===== config.mk =====
export PLATFORM = sky130hd
export DESIGN_NAME = uart_tx_buffered
export DESIGN_NICKNAME = d
export VERILOG_FILES = /design/src/rtl/uart_tx_buffered.sv
export SDC_FILE = /design/constraint.sdc
export NUM_CORES = 1
export LEC_CHECK = 0
export CAP_MARGIN = 0
export CORE_UTILIZATION = 38
export DETAILED_ROUTE_END_ITERATION = 16
export PLACE_DENSITY = 0.59
export SLEW_MARGIN = 20
export SYNTH_ARGS = -nofsm -noshare
export SYNTH_HDL_FRONTEND = slang
export SYNTH_SLANG_ARGS = --single-unit

===== constraint.sdc =====
create_clock -name clk -period 2.96 [get_ports clk]
set_clock_uncertainty 0.2 [all_clocks]
set_input_delay 0.296 -clock clk [delete_from_list [all_inputs] [get_ports clk]]
set_output_delay 0.296 -clock clk [all_outputs]
set_load 0.005 [all_outputs]

===== src/rtl/uart_tx_buffered.sv =====
`default_nettype none
// ============================================================================
// Module      : uart_tx_buffered
// Description : 8N1 UART transmitter fed by a small byte FIFO (valid/ready in).
// Revision    : 1.0 - initial release
// ============================================================================
module uart_tx_buffered #(
    parameter int CLK_FREQ   = 100_000_000,
    parameter int BAUD_RATE  = 9600,
    parameter int FIFO_DEPTH = 4,
    parameter int DIV        = CLK_FREQ / BAUD_RATE
) (
    input  logic                          clk,
    input  logic                          reset,
    input  logic [7:0]                    tx_data,
    input  logic                          tx_valid,
    output logic                          tx_ready,
    output logic                          TxD,
    output logic                          busy,
    output logic                          done,
    output logic [$clog2(FIFO_DEPTH):0]   level
);
    localparam int c_AW     = $clog2(FIFO_DEPTH);
    localparam int c_BW     = $clog2(DIV);
    localparam int c_DIV_M1 = DIV - 1;
    localparam logic [c_BW-1:0] c_BAUD_LAST = c_DIV_M1[c_BW-1:0];
    localparam logic [c_AW:0]   c_FULL      = FIFO_DEPTH[c_AW:0];
    localparam logic [3:0]      c_STOP_IDX  = 4'd9;
    localparam logic [0:0]      c_IDLE      = 1'b0;
    localparam logic [0:0]      c_SEND      = 1'b1;

    logic [7:0]      r_mem [FIFO_DEPTH];
    logic [c_AW-1:0] r_wptr;
    logic [c_AW-1:0] r_rptr;
    logic [c_AW:0]   r_level;
    logic [0:0]      r_state;
    logic [0:0]      w_state_nxt;
    logic [9:0]      r_shift;
    logic [c_BW-1:0] r_baud;
    logic [3:0]      r_bitcnt;
    logic            r_done;
    logic            w_push;
    logic            w_pop;
    logic            w_frame_end;
    logic            w_nonempty;
    logic            w_baud_last;

    assign w_nonempty  = (r_level != '0);
    assign w_baud_last = (r_baud == c_BAUD_LAST);
    assign tx_ready    = (r_level != c_FULL);
    assign w_push      = tx_valid && tx_ready;

    always_ff @(posedge clk or posedge reset) begin
        if (reset) begin
            r_state <= c_IDLE;
        end else begin
            r_state <= w_state_nxt;
        end
    end

    always_comb begin
        w_state_nxt = r_state;
        w_pop       = 1'b0;
        w_frame_end = 1'b0;
        case (r_state)
            c_IDLE: begin
                if (w_nonempty) begin
                    w_pop       = 1'b1;
                    w_state_nxt = c_SEND;
                end
            end
            c_SEND: begin
                if (w_baud_last && (r_bitcnt == c_STOP_IDX)) begin
                    w_frame_end = 1'b1;
                    w_state_nxt = c_IDLE;
                end
            end
            default: w_state_nxt = c_IDLE;
        endcase
    end

    // Storage carries no reset; only the pointers and level define its contents.
    always_ff @(posedge clk) begin
        if (w_push) begin
            r_mem[r_wptr] <= tx_data;
        end
    end

    always_ff @(posedge clk or posedge reset) begin
        if (reset) begin
            r_wptr  <= '0;
            r_rptr  <= '0;
            r_level <= '0;
        end else begin
            if (w_push) begin
                r_wptr <= r_wptr + c_AW'(1);
            end
            if (w_pop) begin
                r_rptr <= r_rptr + c_AW'(1);
            end
            if (w_push && !w_pop) begin
                r_level <= r_level + (c_AW+1)'(1);
            end else if (w_pop && !w_push) begin
                r_level <= r_level - (c_AW+1)'(1);
            end
        end
    end

    // The line is bit 0 of the shift register; ones shift in behind the stop
    // bit, so the register naturally rests at all-ones (idle line) in IDLE.
    always_ff @(posedge clk or posedge reset) begin
        if (reset) begin
            r_shift  <= '1;
            r_baud   <= '0;
            r_bitcnt <= '0;
            r_done   <= 1'b0;
        end else begin
            r_done <= w_frame_end;
            if (w_pop) begin
                r_shift  <= {1'b1, r_mem[r_rptr], 1'b0};
                r_baud   <= '0;
                r_bitcnt <= '0;
            end else if (r_state == c_SEND) begin
                if (w_baud_last) begin
                    r_baud <= '0;
                    if (w_frame_end) begin
                        r_shift <= '1;
                    end else begin
                        r_shift  <= {1'b1, r_shift[9:1]};
                        r_bitcnt <= r_bitcnt + 4'd1;
                    end
                end else begin
                    r_baud <= r_baud + c_BW'(1);
                end
            end
        end
    end

    assign TxD   = r_shift[0];
    assign done  = r_done;
    assign level = r_level;
    assign busy  = (r_state == c_SEND) || w_nonempty;

endmodule
`default_nettype wire

# Word level (Yosys, flattened, before mapping)
# Memories as Yosys holds them, arrays and structs flattened.
# Index checks and enable logic that the tools add are counted.
[classes] n_reduce_logical=13 eq_ne=4 add_sub_neg=6 n_bitwise=1 muxes=21
[ops] operator="two-way mux 14 bit" n=3
[ops] operator="two-way mux 10 bit" n=3
[ops] operator="two-way mux 4 bit" n=4
[ops] operator="adder 14 x 1 -> 14 bit, second input constant" n=1
[ops] operator="equality test 14 bit, second input constant" n=1
[ops] operator="two-way mux 9 bit" n=1
[ops] operator="two-way mux 1 bit" n=7
[ops] operator="two-way mux 3 bit" n=2
[ops] operator="nonzero test 2 bit" n=3
[ops] operator="adder 2 x 1 -> 2 bit, second input constant" n=2
[ops] operator="adder 4 x 1 -> 4 bit, second input constant" n=1
[ops] operator="equality test 4 bit, second input constant" n=1
[ops] operator="logical AND 1 bit" n=4
[ops] operator="adder 3 x 1 -> 3 bit, second input constant" n=1
[ops] operator="!= test 3 bit, second input constant" n=1
[ops] operator="AND reduction 3 bit" n=1
[ops] operator="nonzero test 3 bit" n=1
[ops] operator="subtractor 3 x 1 -> 3 bit, second input constant" n=1
[ops] operator="zero test 1 bit" n=2
[ops] operator="!= test 2 bit, second input constant" n=1
[ops] operator="one-hot mux 1 bit (2 select lines)" n=1
[ops] operator="AND reduction 2 bit" n=1
[ops] operator="logical OR 1 bit" n=1
[ops] operator="NOT 1 bit" n=1
[totals] output_inout_bits=7 register_bits=37 ramBits=32 memories=1 in_bits=11
[memory_table] memory="r_mem" depth=4 width=8 read_ports=1 rd_ports_with_merged_regs=0 write_ports=1 line="32" source="logic [7:0] r_mem [FIFO_DEPTH];"

# Depth between registers and ports, before layout
# Gate-level depths: netlist (run 1).
[logic_depth] ltp_word=8 depth_mapped=9 ltp_nobuf=9

# Worst setup path before layout (run 1)
# OpenSTA, ideal clock, no wires.
[synth_timing] path_type="reg2reg" startpoint="register r_level[2] (netlist: level[2])" endpoint="register r_level[2] (netlist: level[2])" path_slack_ns=0.627 arrival_time_ns=2.054 required_time_ns=2.681 path_stages_with_launch=10 setup_time_ns=0.079 path_cell_list="dfrtp_1 > nor4_4 > nor2_1 > clkinv_1 > ha_1 > inv_1 > fa_1 > xor2_1 > nor2_1 > xor2_1"
[synth_via] elab_chain_len=6 word_cells_on_any_way=14 classes_between="add/sub (2); eq/ne (1); mux (4); reduce/logical (7)"
[synth_lines] item="from (decl)" line="35" source="logic [c_AW:0] r_level;"
[synth_lines] item="from (signal assigned)" line="102" source="r_level <= r_level + (c_AW+1)'(1);"
[synth_lines] item="from (signal assigned)" line="104" source="r_level <= r_level - (c_AW+1)'(1);"
[synth_lines] item="branches (longest 6 deep; another with subtractor 3 x 1 -> 3 bit)"
# Parallel ways; which one is timed is not known. The select of a mux whose other input is x is not followed.
# A chain may end at the register's enable or synchronous reset.

# Final worst setup path (run 1)
[layout_timing] startpoint="register r_level[2] (netlist: level[2])" endpoint="output port busy"
[layout_via] elab_chain_len=2
[layout_lines] item="nonzero test 3 bit" line="48" source="assign w_nonempty = (r_level != '0);"
[layout_lines] item="logical OR 1 bit" line="142" source="assign busy = (r_state == c_SEND) || w_nonempty;"
[layout_lines] item="to (decl)" line="19" source="output logic busy,"
# Every way passes these cells.

==> flow_metrics.py, run 1 <==
metrics = {
    "status": {
        "outcome": "completed",
    },
    "setup_path": {
        "crit_arrival_ns": 1.93,
        "cp.required_ns": 2.46,
        "crit_type": "reg2out",
        "crit_fanout": 26,
        "start_kind": "register",
        "cpPeakStageDelay_ns": 0.44,
        "rrSetupSlack_ns": 0.56,
        "reg2reg_to": "level[1]",
        "worstPathCellList": "nor4_4, buf_4, inv_1, clkdlybuf4s50_1",
        "path_buf_inv": 3,
        "cpMaxStageDelayCell": "dfrtp_1",
        "crit_family": "buffers and inverters",
        "rr_startpoint": "level[0]",
        "r2r_cells": 7,
        "cp-end-kind": "output port",
    },
    "synth": {
        "synth_enable_flop_cells": 32,
        "yosysSeqAreaShare": 0.605,
        "synth-seq-cells": 68,
        "syn_inst": 231,
        "ys_async_sr_fraction": 0.529,
        "syn_area_sq_um": 3090,
        "synthDistinctLibCells": 41,
        "yosysWarnings": 0,
        "yosys_most_used_dff": "edfxtp_1",
        "postSynthAreaPerCell_sq_um": 13.4,
        "syn_nets": 251,
    },
    "final_layout": {
        "seqCellArea_sq_um": 1870,
        "finalNetCount": 273,
        "layout-drive-gt1-share": 0.174,
        "stdcell_area_sq_um": 3580,
        "synthToLayoutAreaGrowth_pct": 15.6,
        "final_util": 0.458,
        "fill_cells": 724,
        "stdcell_count": 360,
        "diodes": 0,
        "multiInputGateArea_sq_um": 1130,
    },
    "clock_tree": {
        "cts_root_buffer": "clkbuf_8",
        "htreeDepth": 3,
        "cts_max_path_buffers": 2,
        "cts_setup_buffers": 0,
        "clk_latency_ns": 0.35,
        "cts_hold_buf": 0,
        "cts_sinks": 68,
        "cts_buffers": 9,
        "cts_resized": 0,
        "cts_tree": "done",
        "path_clk_slew_ns": 0.08,
    },
    "timing": {
        "hold_viol": 0,
        "period_share": 0.821,
        "tightest_slew_ns": 0.572,
        "fin_tns_setup_ns": 0,
        "slew_headroom": 0.619,
        "clock.fmax_mhz": 411,
        "setup-violations-final": 0,
        "layout_setup_ws_ns": 0.529,
        "grt_setup_unrepaired": "no",
        "min_period_ns": 2.43,
        "slew_violations": 0,
        "hold_slack_ns": 0.143,
    },
    "pwr": {
        "pwr-share-comb": 0.138,
        "power_switching_mw": 0.618,
        "power.internal_mw": 1.69,
        "total_power_mw": 2.30,
        "p_per_area_nw_per_um2": 644,
        "p_sw_frac": 0.268,
        "power.leakage_nw": 1.36,
        "share_seq_of_total_power": 0.519,
        "p_clk_frac": 0.343,
        "peakVddDrop_uv": 403,
    },
    "die": {
        "initial_core_util": 0.396,
        "core_area_sq_um": 7810,
        "die_x_microns": 92.2,
        "io_pins": 18,
        "die_h_microns": 92.2,
        "die_area_sq_um": 8510,
        "num_rows": 32,
    },
    "worst_hold_path": {
        "min_path_type": "in2async",
    },
    "route": {
        "totalWireLength_mm": 5.55,
        "num_vias": 1887,
        "ant_nets": 0,
        "drc": 0,
        "first_iter_violations": 92,
        "dr.pass1.iters": 4,
        "vias_per_cell": 5.24,
        "wl_per_cell_microns": 15.4,
    },
    "grt": {
        "grt_pass1_vias": 1919,
        "grt_util_all_layers": 0.149,
        "grt_max_degree": 37,
        "grt-ovfl-total": 0,
        "grt_pass1_wl_mm": 9.61,
        "antenna_found_initial": 0,
    },
    "place": {
        "finalWeightedCongestion": 0.734,
        "io_buffer_count": 17,
        "placed_cells": 344,
        "placed_cell_area_sq_um": 3370,
        "pre_cts_slack_ns": 0.559,
        "place_hpwl_mm": 3.70,
    },
    "job": {
        "maxCapViolations": 0,
    },
}
final cells by class:
class                   count  share of cell area
clock buffers               9              0.0346
clock inverters             7              0.0231
inverters                  12              0.0126
multi-input cells         142               0.317
flip-flops and latches     68               0.523
well taps                 102              0.0357
repair buffers             20              0.0538
worst min-delay path, cell delays in order:
cell and delay, ns:
clkdlybuf4s50_1 0.39, inv_1 0.05, buf_4 0.39
flip-flops by register name (all words and copies together), names as in the netlist, 2 cells and up:
signal    count
r_wptr        2
r_baud       14
r_rptr        2
level         3
r_bitcnt      4
r_mem        32
r_shift       9
worst max path at each step:
| stage | endpoint | from | depth (start not counted) | slack, ns |
|---|---|---|---|---|
| final | busy | level[2] | 4 | 0.53 |
| after global routing | level[2] | level[2] | 9 | 0.37 |
| after CTS | busy | level[2] | 4 | 0.51 |
| after detailed placement | level[2] | tx_valid | 8 | 0.56 |
| after global placement | level[2] | tx_valid | 8 | 0.57 |
| after floorplan | level[2] | level[2] | 9 | 0.63 |
logic make-up (layout without fill, tap and decap cells):
kind of cell / after synthesis / count (layout) / synth area share
AND/OR/NAND/NOR: 77 / 77 / 0.148
multiplexers: 10 / 10 / 0.0655
flip-flops: 68 / 68 / 0.605
adder cells (fa/ha/maj): 9 / 9 / 0.0388
AO/OA/AOI/OAI: 36 / 36 / 0.0861
XOR/XNOR: 10 / 10 / 0.0283
buffers and inverters: 21 / 48 / 0.0283
power by group through the flow:
| stage | Combinational [mW] | Sequential [mW] | Clock [mW] |
|---|---|---|---|
| 6_report | 0.317 | 1.20 | 0.790 |
| 5_1_grt | 0.360 | 1.21 | 0.844 |
| 4_1_cts | 0.328 | 1.20 | 0.803 |
| 3_5_place_dp | 0.327 | 1.22 | 0 |
| 3_3_place_gp | 0.322 | 1.21 | 0 |
| 2_1_floorplan | 0.190 | 1.20 | 0 |
layer usage:
layer / track usage / routed length [microns] / vias to the layer above
li1: - / - / 917
met1: 0.203 / 2710 / 922
met2: 0.226 / 2570 / 34
met3: 0.0299 / 151 / 14
met4: 0.0781 / 121 / 0
met5: 0 / 0 / -
synth_stat cells, drive strengths merged, types with 3 or more instances:
cell type  number  share of area
a21oi           7          0.011
and2            3         0.0061
and3            5          0.010
and4            3         0.0085
buf             5         0.0089
clkbuf          4         0.0049
dfrtp          27           0.22
dfstp           9          0.076
edfxtp         32           0.31
ha              8          0.032
inv            11          0.013
mux4            8          0.058
nand2          21          0.025
nand3          10          0.016
nand4           6          0.016
nor2            9          0.011
o211ai          4         0.0097
o21ai          11          0.018
o221a           7          0.025
or3             9          0.018
or4             4         0.0097
xnor2           4          0.011
xor2            6          0.017
layout by cell type, fill, tap and decap left out, types with 5 or more instances in the layout:
| master | n |
|---|---|
| a21oi_1 | 7 |
| and3_1 | 5 |
| clkbuf_8 | 9 |
| clkdlybuf4s50_1 | 17 |
| dfrtp_1 | 27 |
| dfstp_2 | 9 |
| edfxtp_1 | 32 |
| ha_1 | 8 |
| inv_1 | 11 |
| mux4_2 | 8 |
| nand2_1 | 21 |
| nand3_1 | 10 |
| nor2_1 | 9 |
| o21ai_0 | 11 |
| o221a_1 | 7 |
| or3_1 | 9 |
| xor2_1 | 6 |
(Power assumes the default switching activity.)
==> inputs of run 2 (changes only) <==
--- a/config.mk
+++ b/config.mk
@@ -8,7 +8,7 @@
 export CAP_MARGIN = 0
 export CORE_UTILIZATION = 38
 export DETAILED_ROUTE_END_ITERATION = 16
-export PLACE_DENSITY = 0.59
+export PLACE_DENSITY = 0.61
 export SLEW_MARGIN = 20
 export SYNTH_ARGS = -nofsm -noshare
 export SYNTH_HDL_FRONTEND = slang
==> constraint.sdc (replaced) <==
create_clock -name clk -period 2.2 [get_ports clk]
set_clock_uncertainty 0.2 [all_clocks]
set_input_delay 0.22 -clock clk [delete_from_list [all_inputs] [get_ports clk]]
set_output_delay 0.22 -clock clk [all_outputs]
set_load 0.005 [all_outputs]
==> run 2 against run 1 <==
  * Worst hold slack worse by 0.068 ns
  * First-iteration DRC count decreased by 22%
  * Clock power increased by 35%
  * Cell area up 4.8%
  * Register-to-register slack worse by 0.53 ns
  * Non-clock buffer count rose by 19
  * Core utilization up 2.2 points
  * Critical path depth is 5 higher
  * Flip-flop and latch count stayed put
  * Count of clock-buffer cells in the layout is the same
  * Final cell count up 5.3%
  * Wire length increased by 1.2%
  * Critical endpoint is now level[2]
  * Largest cell class unchanged
  * Highest routed layer unchanged
==> flow_metrics.py, run 2 (synthesized netlist as in run 1, its figures left out) <==
metrics = {
    "timing": {
        "min_period_ns": 2.17,
        "layout_setup_ws_ns": 0.0324,
        "hold_slack_ns": 0.0751,
        "grt_setup_unrepaired": "yes",
        "setup-violations-final": 0,
        "slew_headroom": 0.679,
        "period_share": 0.985,
        "hold_viol": 0,
        "tightest_slew_ns": 0.482,
        "clock.fmax_mhz": 461,
        "slew_violations": 0,
        "fin_tns_setup_ns": 0,
    },
    "grt": {
        "grt_util_all_layers": 0.150,
        "antenna_found_initial": 0,
        "grt_pass1_wl_mm": 9.56,
        "grt-ovfl-total": 0,
        "grt_pass1_vias": 1928,
        "grt_max_degree": 37,
    },
    "place": {
        "placed_cells": 358,
        "finalWeightedCongestion": 0.748,
        "io_buffer_count": 17,
        "place_hpwl_mm": 3.73,
        "pre_cts_slack_ns": 0.0543,
    },
    "die": {
        "num_rows": 32,
        "core_area_sq_um": 7810,
        "die_x_microns": 92.2,
        "io_pins": 18,
        "initial_core_util": 0.396,
        "die_h_microns": 92.2,
        "die_area_sq_um": 8510,
    },
    "setup_path": {
        "crit_arrival_ns": 2.22,
        "crit_fanout": 3,
        "cp.required_ns": 2.26,
        "start_kind": "register",
        "crit_type": "reg2reg",
        "cp-end-kind": "register",
    },
    "route": {
        "first_iter_violations": 72,
        "vias_per_cell": 5.17,
        "num_vias": 1958,
        "totalWireLength_mm": 5.62,
        "wl_per_cell_microns": 14.8,
        "ant_nets": 0,
        "dr.pass1.iters": 4,
        "drc": 0,
    },
    "final_layout": {
        "largest_reg_flops": 32,
        "seqCellArea_sq_um": 1880,
        "synthToLayoutAreaGrowth_pct": 21.1,
        "fill_cells": 703,
        "multiInputGateArea_sq_um": 1150,
        "final_cell_mix": "32 x edfxtp_1, 25 x dfrtp_1, 21 x nand2_1",
        "final_util": 0.480,
        "finalNetCount": 292,
        "diodes": 0,
        "largest_register": "r_mem",
        "stdcell_count": 379,
        "final_common_cell": "edfxtp_1",
        "largest_registers": "r_mem: 32 flops, r_baud: 14 flops, r_shift: 9 flops",
        "layout-drive-gt1-share": 0.256,
    },
    "clock_tree": {
        "cts_buffers": 9,
        "cts_max_path_buffers": 2,
        "cts_tree": "done",
        "cts_root_buffer": "clkbuf_8",
        "path_clk_slew_ns": 0.08,
        "cts_sinks": 68,
        "clk_latency_ns": 0.34,
        "htreeDepth": 3,
        "cts_hold_buf": 0,
    },
    "pwr": {
        "peakVddDrop_uv": 589,
        "p_per_area_nw_per_um2": 847,
        "power.leakage_nw": 1.45,
    },
    "job": {
        "maxCapViolations": 0,
    },
    "worst_hold_path": {
        "min_path_type": "in2async",
    },
    "status": {
        "outcome": "completed",
    },
}
-- run 2: stage by stage --
stage	total power, mW	instance area, sq um
after floorplan	1.91	3120
after global placement	2.13	3500
after detailed placement	2.14	3500
after CTS	3.22	3730
after global routing	3.34	3750
final	3.17	3750
-- run 2: power by group --
group / total, mW / internal (mW) / leakage (nW) / switching, mW
logic: 0.504 / 0.273 / 0.618 / 0.231
registers: 1.60 / 1.52 / 0.731 / 0.0837
clock network: 1.07 / 0.541 / 0.101 / 0.527
-- run 2: worst max-delay path, cell delays in order (launching register included) --
cell	delay (ns)
dfrtp_2	0.44
nor4_4	0.37
nor2_2	0.09
clkinv_2	0.09
ha_4	0.14
inv_2	0.03
fa_2	0.32
xor2_1	0.14
nor2_1	0.11
xor2_1	0.15
-- run 2: layout make-up --
class	count	area share
flip-flops and latches	68	0.500
multi-input cells	142	0.308
repair buffers	39	0.0905
well taps	102	0.0340
clock buffers	9	0.0330
clock inverters	7	0.0217
inverters	12	0.0123
-- run 2: what timing repair did --
action	in CTS	in global routing
pin swaps	1	4
buffers inserted	2	2
endpoints found under the setup margin	1	3
gates resized for setup	2	1
gates cloned	1	0
-- run 2: worst paths after layout --
path                       cells past startpoint         end  slack (ns)       start
hold / removal                                 3   r_baud[2]        0.08       reset
hold reg to reg                                2  r_shift[0]        0.27  r_shift[0]
max in group asynchronous                      3  r_shift[0]        1.37       reset
setup reg to reg                               9    level[2]        0.03    level[0]
setup / recovery                               9    level[2]        0.03    level[0]
min in group clk                               2  r_shift[0]        0.27  r_shift[0]
-- run 2: metal layers --
| layer | routed length [microns] | track usage | share of wire | vias up |
|---|---|---|---|---|
| met1 | 2740 | 0.202 | 0.49 | 960 |
| met2 | 2600 | 0.222 | 0.46 | 32 |
| met3 | 204 | 0.0498 | 0.036 | 7 |
| met4 | 75 | 0.0664 | 0.013 | 0 |
| li1 | - | - | - | 959 |
| met5 | 0 | 0 | 0 | - |
